`config.mk`:
```
export PLATFORM = sky130hd
export DESIGN_NAME = padding_addr_gen
export DESIGN_NICKNAME = d
export VERILOG_FILES = /design/src/rtl/padding_pkg.sv /design/src/rtl/padding_pixel_map.sv /design/src/rtl/padding_addr_gen.sv
export SDC_FILE = /design/constraint.sdc
export NUM_CORES = 2
export LEC_CHECK = 0
export BUFFER_PORTS_ARGS = -buffer_cell sky130_fd_sc_hd__buf_2
export CAP_MARGIN = 10
export CORE_UTILIZATION = 65
export CTS_BUF_LIST = sky130_fd_sc_hd__clkbuf_4 sky130_fd_sc_hd__clkbuf_8 sky130_fd_sc_hd__clkbuf_16
export DETAILED_ROUTE_END_ITERATION = 10
export HOLD_SLACK_MARGIN = 0.06
export PLACE_DENSITY_LB_ADDON = 0.3
export SYNTH_ARGS = -nofsm -noshare
export SYNTH_HDL_FRONTEND = slang
export SYNTH_SLANG_ARGS = --single-unit
```
`constraint.sdc`:
```
create_clock -name clk -period 47.4 [get_ports clk]
set_input_delay 4.74 -clock clk [delete_from_list [all_inputs] [get_ports clk]]
set_output_delay 4.74 -clock clk [all_outputs]
set_load 0.03 [all_outputs]
```
`src/rtl/padding_pkg.sv`:
```
// rtl/padding_pkg.sv - shared encodings and FSM states for the padding address generator
package padding_pkg;

  localparam logic [1:0] EN_NONE = 2'd0;
  localparam logic [1:0] EN_PAD  = 2'd1;
  localparam logic [1:0] EN_FM   = 2'd2;

  typedef enum logic [1:0] {
    ST_IDLE = 2'd0,
    ST_RUN  = 2'd1,
    ST_DONE = 2'd2
  } state_t;

endpackage

```
`src/rtl/padding_pixel_map.sv`:
```
// rtl/padding_pixel_map.sv - maps a padded coordinate to a feature-map address or a padding marker
module padding_pixel_map
  import padding_pkg::*;
#(
  parameter int ADDR_W  = 64,
  parameter int COORD_W = 11,
  parameter int PAD_W   = 4,
  parameter int CH_W    = 8
) (
  input  logic [CH_W-1:0]    ch,
  input  logic [COORD_W:0]   py,
  input  logic [COORD_W:0]   px,
  input  logic [ADDR_W-1:0]  base,
  input  logic [COORD_W-1:0] fm_x,
  input  logic [COORD_W-1:0] fm_y,
  input  logic [PAD_W-1:0]   pad_up,
  input  logic [PAD_W-1:0]   pad_left,
  output logic [ADDR_W-1:0]  addr,
  output logic [1:0]         en
);

  logic [COORD_W:0]  up_w;
  logic [COORD_W:0]  left_w;
  logic [COORD_W:0]  row;
  logic [COORD_W:0]  col;
  logic              in_x;
  logic              in_y;
  logic [ADDR_W-1:0] plane_row;

  assign up_w   = (COORD_W+1)'(pad_up);
  assign left_w = (COORD_W+1)'(pad_left);

  // One extra bit on the bounds keeps pad + size from wrapping.
  assign in_x = (px >= left_w) && (px < left_w + {1'b0, fm_x});
  assign in_y = (py >= up_w)   && (py < up_w + {1'b0, fm_y});

  assign row       = py - up_w;
  assign col       = px - left_w;
  assign plane_row = ADDR_W'(ch) * ADDR_W'(fm_y) + ADDR_W'(row);

  always_comb begin
    addr = '0;
    en   = EN_PAD;
    if (in_x && in_y) begin
      addr = base + plane_row * ADDR_W'(fm_x) + ADDR_W'(col);
      en   = EN_FM;
    end
  end

endmodule

```
`src/rtl/padding_addr_gen.sv`:
```
// rtl/padding_addr_gen.sv - sweeps a padded feature map and streams one element address per beat
module padding_addr_gen
  import padding_pkg::*;
#(
  parameter int ADDR_W  = 64,
  parameter int COORD_W = 11,
  parameter int PAD_W   = 4,
  parameter int CH_W    = 8
) (
  input  logic               clk,
  input  logic               rst,
  input  logic               start,
  input  logic [ADDR_W-1:0]  baseAddr,
  input  logic [COORD_W-1:0] fmX,
  input  logic [COORD_W-1:0] fmY,
  input  logic [CH_W-1:0]    fmCh,
  input  logic [PAD_W-1:0]   paddingUp,
  input  logic [PAD_W-1:0]   paddingDown,
  input  logic [PAD_W-1:0]   paddingLeft,
  input  logic [PAD_W-1:0]   paddingRight,
  input  logic               outReady,
  output logic               outValid,
  output logic [ADDR_W-1:0]  realAddr,
  output logic [1:0]         realAddrEn,
  output logic               busy,
  output logic               done
);

  state_t state_q, state_d;

  logic [ADDR_W-1:0]  base_q;
  logic [COORD_W-1:0] fm_x_q, fm_y_q;
  logic [CH_W-1:0]    fm_ch_q;
  logic [PAD_W-1:0]   pad_u_q, pad_d_q, pad_l_q, pad_r_q;

  logic [CH_W-1:0]    ch_q, ch_n;
  logic [COORD_W:0]   py_q, py_n;
  logic [COORD_W:0]   px_q, px_n;

  logic               valid_q;
  logic [ADDR_W-1:0]  addr_q;
  logic [1:0]         en_q;

  logic [COORD_W:0]   ext_x, ext_y;
  logic               last_x, last_y, last_ch, last_elem;
  logic               accept, empty_cfg, fire;

  logic [CH_W-1:0]    map_ch;
  logic [COORD_W:0]   map_py, map_px;
  logic [ADDR_W-1:0]  map_base;
  logic [COORD_W-1:0] map_fm_x, map_fm_y;
  logic [PAD_W-1:0]   map_pad_u, map_pad_l;
  logic [ADDR_W-1:0]  map_addr;
  logic [1:0]         map_en;

  assign ext_x = {1'b0, fm_x_q} + (COORD_W+1)'(pad_l_q) + (COORD_W+1)'(pad_r_q);
  assign ext_y = {1'b0, fm_y_q} + (COORD_W+1)'(pad_u_q) + (COORD_W+1)'(pad_d_q);

  assign last_x    = (px_q == ext_x - (COORD_W+1)'(1));
  assign last_y    = (py_q == ext_y - (COORD_W+1)'(1));
  assign last_ch   = (ch_q == fm_ch_q - CH_W'(1));
  assign last_elem = last_x && last_y && last_ch;

  assign accept    = (state_q == ST_IDLE) && start;
  assign empty_cfg = (fmX == '0) || (fmY == '0) || (fmCh == '0);
  assign fire      = valid_q && outReady;

  always_comb begin
    ch_n = ch_q;
    py_n = py_q;
    px_n = px_q + (COORD_W+1)'(1);
    if (last_x) begin
      px_n = '0;
      py_n = py_q + (COORD_W+1)'(1);
      if (last_y) begin
        py_n = '0;
        ch_n = ch_q + CH_W'(1);
      end
    end
  end

  // The map looks one element ahead: raw inputs at origin while idle, latched config otherwise.
  always_comb begin
    map_ch    = ch_n;
    map_py    = py_n;
    map_px    = px_n;
    map_base  = base_q;
    map_fm_x  = fm_x_q;
    map_fm_y  = fm_y_q;
    map_pad_u = pad_u_q;
    map_pad_l = pad_l_q;
    if (state_q == ST_IDLE) begin
      map_ch    = '0;
      map_py    = '0;
      map_px    = '0;
      map_base  = baseAddr;
      map_fm_x  = fmX;
      map_fm_y  = fmY;
      map_pad_u = paddingUp;
      map_pad_l = paddingLeft;
    end
  end

  padding_pixel_map #(
    .ADDR_W  (ADDR_W),
    .COORD_W (COORD_W),
    .PAD_W   (PAD_W),
    .CH_W    (CH_W)
  ) u_map (
    .ch       (map_ch),
    .py       (map_py),
    .px       (map_px),
    .base     (map_base),
    .fm_x     (map_fm_x),
    .fm_y     (map_fm_y),
    .pad_up   (map_pad_u),
    .pad_left (map_pad_l),
    .addr     (map_addr),
    .en       (map_en)
  );

  always_comb begin
    state_d = state_q;
    case (state_q)
      ST_IDLE: if (start) state_d = empty_cfg ? ST_DONE : ST_RUN;
      ST_RUN:  if (fire && last_elem) state_d = ST_DONE;
      ST_DONE: state_d = ST_IDLE;
      default: state_d = ST_IDLE;
    endcase
  end

  always_ff @(posedge clk or posedge rst) begin
    if (rst) begin
      state_q <= ST_IDLE;
      base_q  <= '0;
      fm_x_q  <= '0;
      fm_y_q  <= '0;
      fm_ch_q <= '0;
      pad_u_q <= '0;
      pad_d_q <= '0;
      pad_l_q <= '0;
      pad_r_q <= '0;
      ch_q    <= '0;
      py_q    <= '0;
      px_q    <= '0;
      valid_q <= 1'b0;
      addr_q  <= '0;
      en_q    <= EN_NONE;
    end else begin
      state_q <= state_d;
      if (accept) begin
        base_q  <= baseAddr;
        fm_x_q  <= fmX;
        fm_y_q  <= fmY;
        fm_ch_q <= fmCh;
        pad_u_q <= paddingUp;
        pad_d_q <= paddingDown;
        pad_l_q <= paddingLeft;
        pad_r_q <= paddingRight;
        ch_q    <= '0;
        py_q    <= '0;
        px_q    <= '0;
        if (!empty_cfg) begin
          valid_q <= 1'b1;
          addr_q  <= map_addr;
          en_q    <= map_en;
        end
      end else if ((state_q == ST_RUN) && fire) begin
        if (last_elem) begin
          valid_q <= 1'b0;
          addr_q  <= '0;
          en_q    <= EN_NONE;
        end else begin
          ch_q    <= ch_n;
          py_q    <= py_n;
          px_q    <= px_n;
          valid_q <= 1'b1;
          addr_q  <= map_addr;
          en_q    <= map_en;
        end
      end
    end
  end

  assign outValid   = valid_q;
  assign realAddr   = addr_q;
  assign realAddrEn = en_q;
  assign busy       = (state_q != ST_IDLE);
  assign done       = (state_q == ST_DONE);

endmodule

```
==> summary.txt <==
Status -> finished clean
Final TNS setup -> 0 ns
Critical path's slowest cell -> o41ai_1
CTS max path bufs -> 3
Flops & latches, synth -> 211
Least-Margin Pin Slew -> 1.13 ns
Post-synth top area share -> 0.222
Detailed router's first-iteration violation count -> 1,606
# setup viols final -> 0
Die height -> 200 um
Post-synth top area cell -> fa_1
CP arrival -> 18.10 ns
Hold depth -> 1
Main flop type after synthesis -> dfrtp_1
Hold_sp -> realAddrEn[1]$_DFFE_PP0P_
Peak supply drop -> 80.4 uV
Setup Buffers After CTS -> 0
Number of synthesized flops with an enable pin -> 0
Seq/Total Area, Yosys -> 0.207
Commonest non-fill, non-tap cells in the layout -> 596 x nand2_1, 384 x inv_1, 282 x fa_1
Port bufs -> 182
RSZ-0062 raised after global routing -> no
Number of max-cap violations -> 0
Layout cell share with drive strength beyond 1 -> 0.0905
Top Ports -> 183
Reg2reg end -> realAddr[63]$_DFFE_PP0P_
Grt ovf -> 0
Cells after synthesis -> 2,990
PnR worst setup slack -> 29.76 ns
Vias in the first global route -> 22.4k
Crit path top cell by count -> fa_1
Worst rel slew slack -> 0.225
Largest net degree at the start of global routing -> 100
Clock sinks -> 211
Clock-pin slew on the worst setup and hold paths -> 0.06 ns
Final period util -> 0.372
TritonRoute pass-1 iters -> 6
Width of the die -> 200 um
DIE AREA -> 40,000 um2
Placer Congestion -> 0.939
Area grow syn2layout -> 8.27%
Cell Rows -> 72
Setup WS pre-CTS -> 29.33 ns
Tot GR Track Use -> 0.359
Worst Clk Skew -> 0.0172 ns
Vias -> 21.7k
CTS buffer count -> 25
HP Class -> reg2reg
Worst-skew pair later-pin latency -> 0.59 ns
Power density over cell area -> 40.3 nW/um2
H-tree Lvls -> 1
Worst Setup Start Kind -> input pin
CTS tree -> yes
Root buf cell -> clkbuf_16
Syn Nets -> 3,597
Crit Reg-Reg Startpoint -> fm_y_q[0]$_DFFE_PP0P_
Synth cell types -> 78
Vias per cell -> 5.97
Worst setup EP type -> flip-flop
Core Footprint -> 38,600 um2
Antenna violations before repair -> 4
R2R setup slack -> 30.06 ns
WP data required -> 47.86 ns
Post-CTS sizing -> 0
WL per Instance -> 18.8 um
Final Critical Period -> 17.64 ns
Fill cells -> 3,008
CP max FO -> 11
First-pass GRT wire length -> 113,000 um
Final Hold Viols -> 0
Final layout net count -> 3,708
Mapped Area -> 25,500 um2
Slew Limit Fails -> 0
Hpwl dp -> 53,500 um
Worst r2r path cells -> 57
Fmax -> 56.7 MHz
Post-synth ARST share -> 1.00
Starting Density -> 0.659
DRC -> 0
Max stage delay on crit path -> 0.81 ns
Mean Syn Cell Area -> 8.51 um2
WS Path Type -> in2reg
Post-route antenna net violation count -> 0
Hold-fix buffers at CTS -> 0
Total number of yosys warnings -> 0
Top post-synthesis cells by area -> fa_1 22%, dfrtp_1 21%, ha_1 10%
Detailed Route WL -> 68,300 um
Leakage power -> 14.3 nW
Hold endpoint -> realAddrEn[1]$_DFFE_PP0P_
Most common cell after layout, fill and taps aside -> nand2_1
## cell usage after synthesis, types with 5 or more instances
master    number
a211oi_1       9
nor2b_1       24
dfrtp_1      211
and3_1        21
a21oi_1       76
nand3b_1       5
o21a_1         9
nand2b_1      32
buf_1          7
o21bai_1      15
a31oi_1        7
o21ai_1       29
and2_1        38
nand4_1       25
ha_1         211
clkbuf_1     108
nand2_1      597
nor3_1        45
or4_1          6
nor2_1       201
a21o_1        30
o21ai_0      114
o31ai_1       13
or3_1         21
or2_2          9
nor4_1        18
fa_1         282
xnor2_1      118
buf_6          6
mux2i_1       68
a22o_1        65
nand3_1       44
xor2_1        58
inv_1        385
## stage by stage
step	hold WS, ns	power [mW]	instances	utilization	instance area [um2]
after floorplan	0.445	0.742	2990	-	25500
after global placement	0.454	0.878	3592	0.692	26700
after detailed placement	0.461	0.904	3592	0.692	26700
after CTS	0.475	1.11	3633	0.713	27600
after global routing	0.490	1.22	3633	0.713	27600
final	0.469	1.11	3635	0.713	27600
## report_power, final
part / internal (mW) / leakage [nW] / switching, mW
Sequential: 0.185 / 2.77 / 0.00455
Clock: 0.116 / 0.413 / 0.0830
Combinational: 0.305 / 11.1 / 0.418
## critical path, delay by kind of cell
kind | cells | cell delay (ns)
fa+ha+maj | 13 | 5.71
compound gates | 15 | 4.30
simple gates | 8 | 2.05
xor+xnor | 2 | 0.96
buf+inv | 6 | 0.33
## layout make-up
type	instances	area (um2)	share of cell area
multi-input cells	2267	18200	0.661
flip-flops and latches	211	5280	0.192
clock inverters	8	105	0.00381
repair buffers	210	1130	0.0411
inverters	386	1460	0.0528
diodes	2	5.00	0.000182
well taps	518	648	0.0235
clock buffers	33	711	0.0258
## per-layer routing
metal	global-route usage	part of all wire
met1	0.466	0.40
met4	0.138	0.040
met5	0	0.00069
met2	0.590	0.47
met3	0.0780	0.088
## registers in the layout (all words and copies together), names as in the netlist
signal / count
base_q: 64
ch_q: 8
fm_ch_q: 8
fm_x_q: 11
fm_y_q: 11
outValid: 1
pad_d_q: 4
pad_l_q: 4
pad_r_q: 4
pad_u_q: 4
px_q: 12
py_q: 12
realAddr: 64
realAddrEn: 2
state_q: 2
## how the worst max path moves through the flow
stage / startpoint / to / cells after the start
2_1_floorplan: paddingUp[0] / realAddr[59]$_DFFE_PP0P_ / 44
3_3_place_gp: paddingUp[0] / realAddr[63]$_DFFE_PP0P_ / 43
3_5_place_dp: paddingUp[0] / realAddr[63]$_DFFE_PP0P_ / 45
4_1_cts: paddingUp[0] / realAddr[63]$_DFFE_PP0P_ / 45
5_1_grt: paddingUp[1] / realAddr[56]$_DFFE_PP0P_ / 48
6_report: paddingUp[0] / realAddr[63]$_DFFE_PP0P_ / 44
## cells by family after synthesis
kind of cell             synth area share
AND/OR/NAND/NOR                     0.191
buffers and inverters              0.0776
adder cells (fa/ha/maj)             0.326
AO/OA/AOI/OAI                       0.109
flip-flops                          0.207
XOR/XNOR                           0.0606
multiplexers                       0.0285
(Power assumes the default switching activity.)
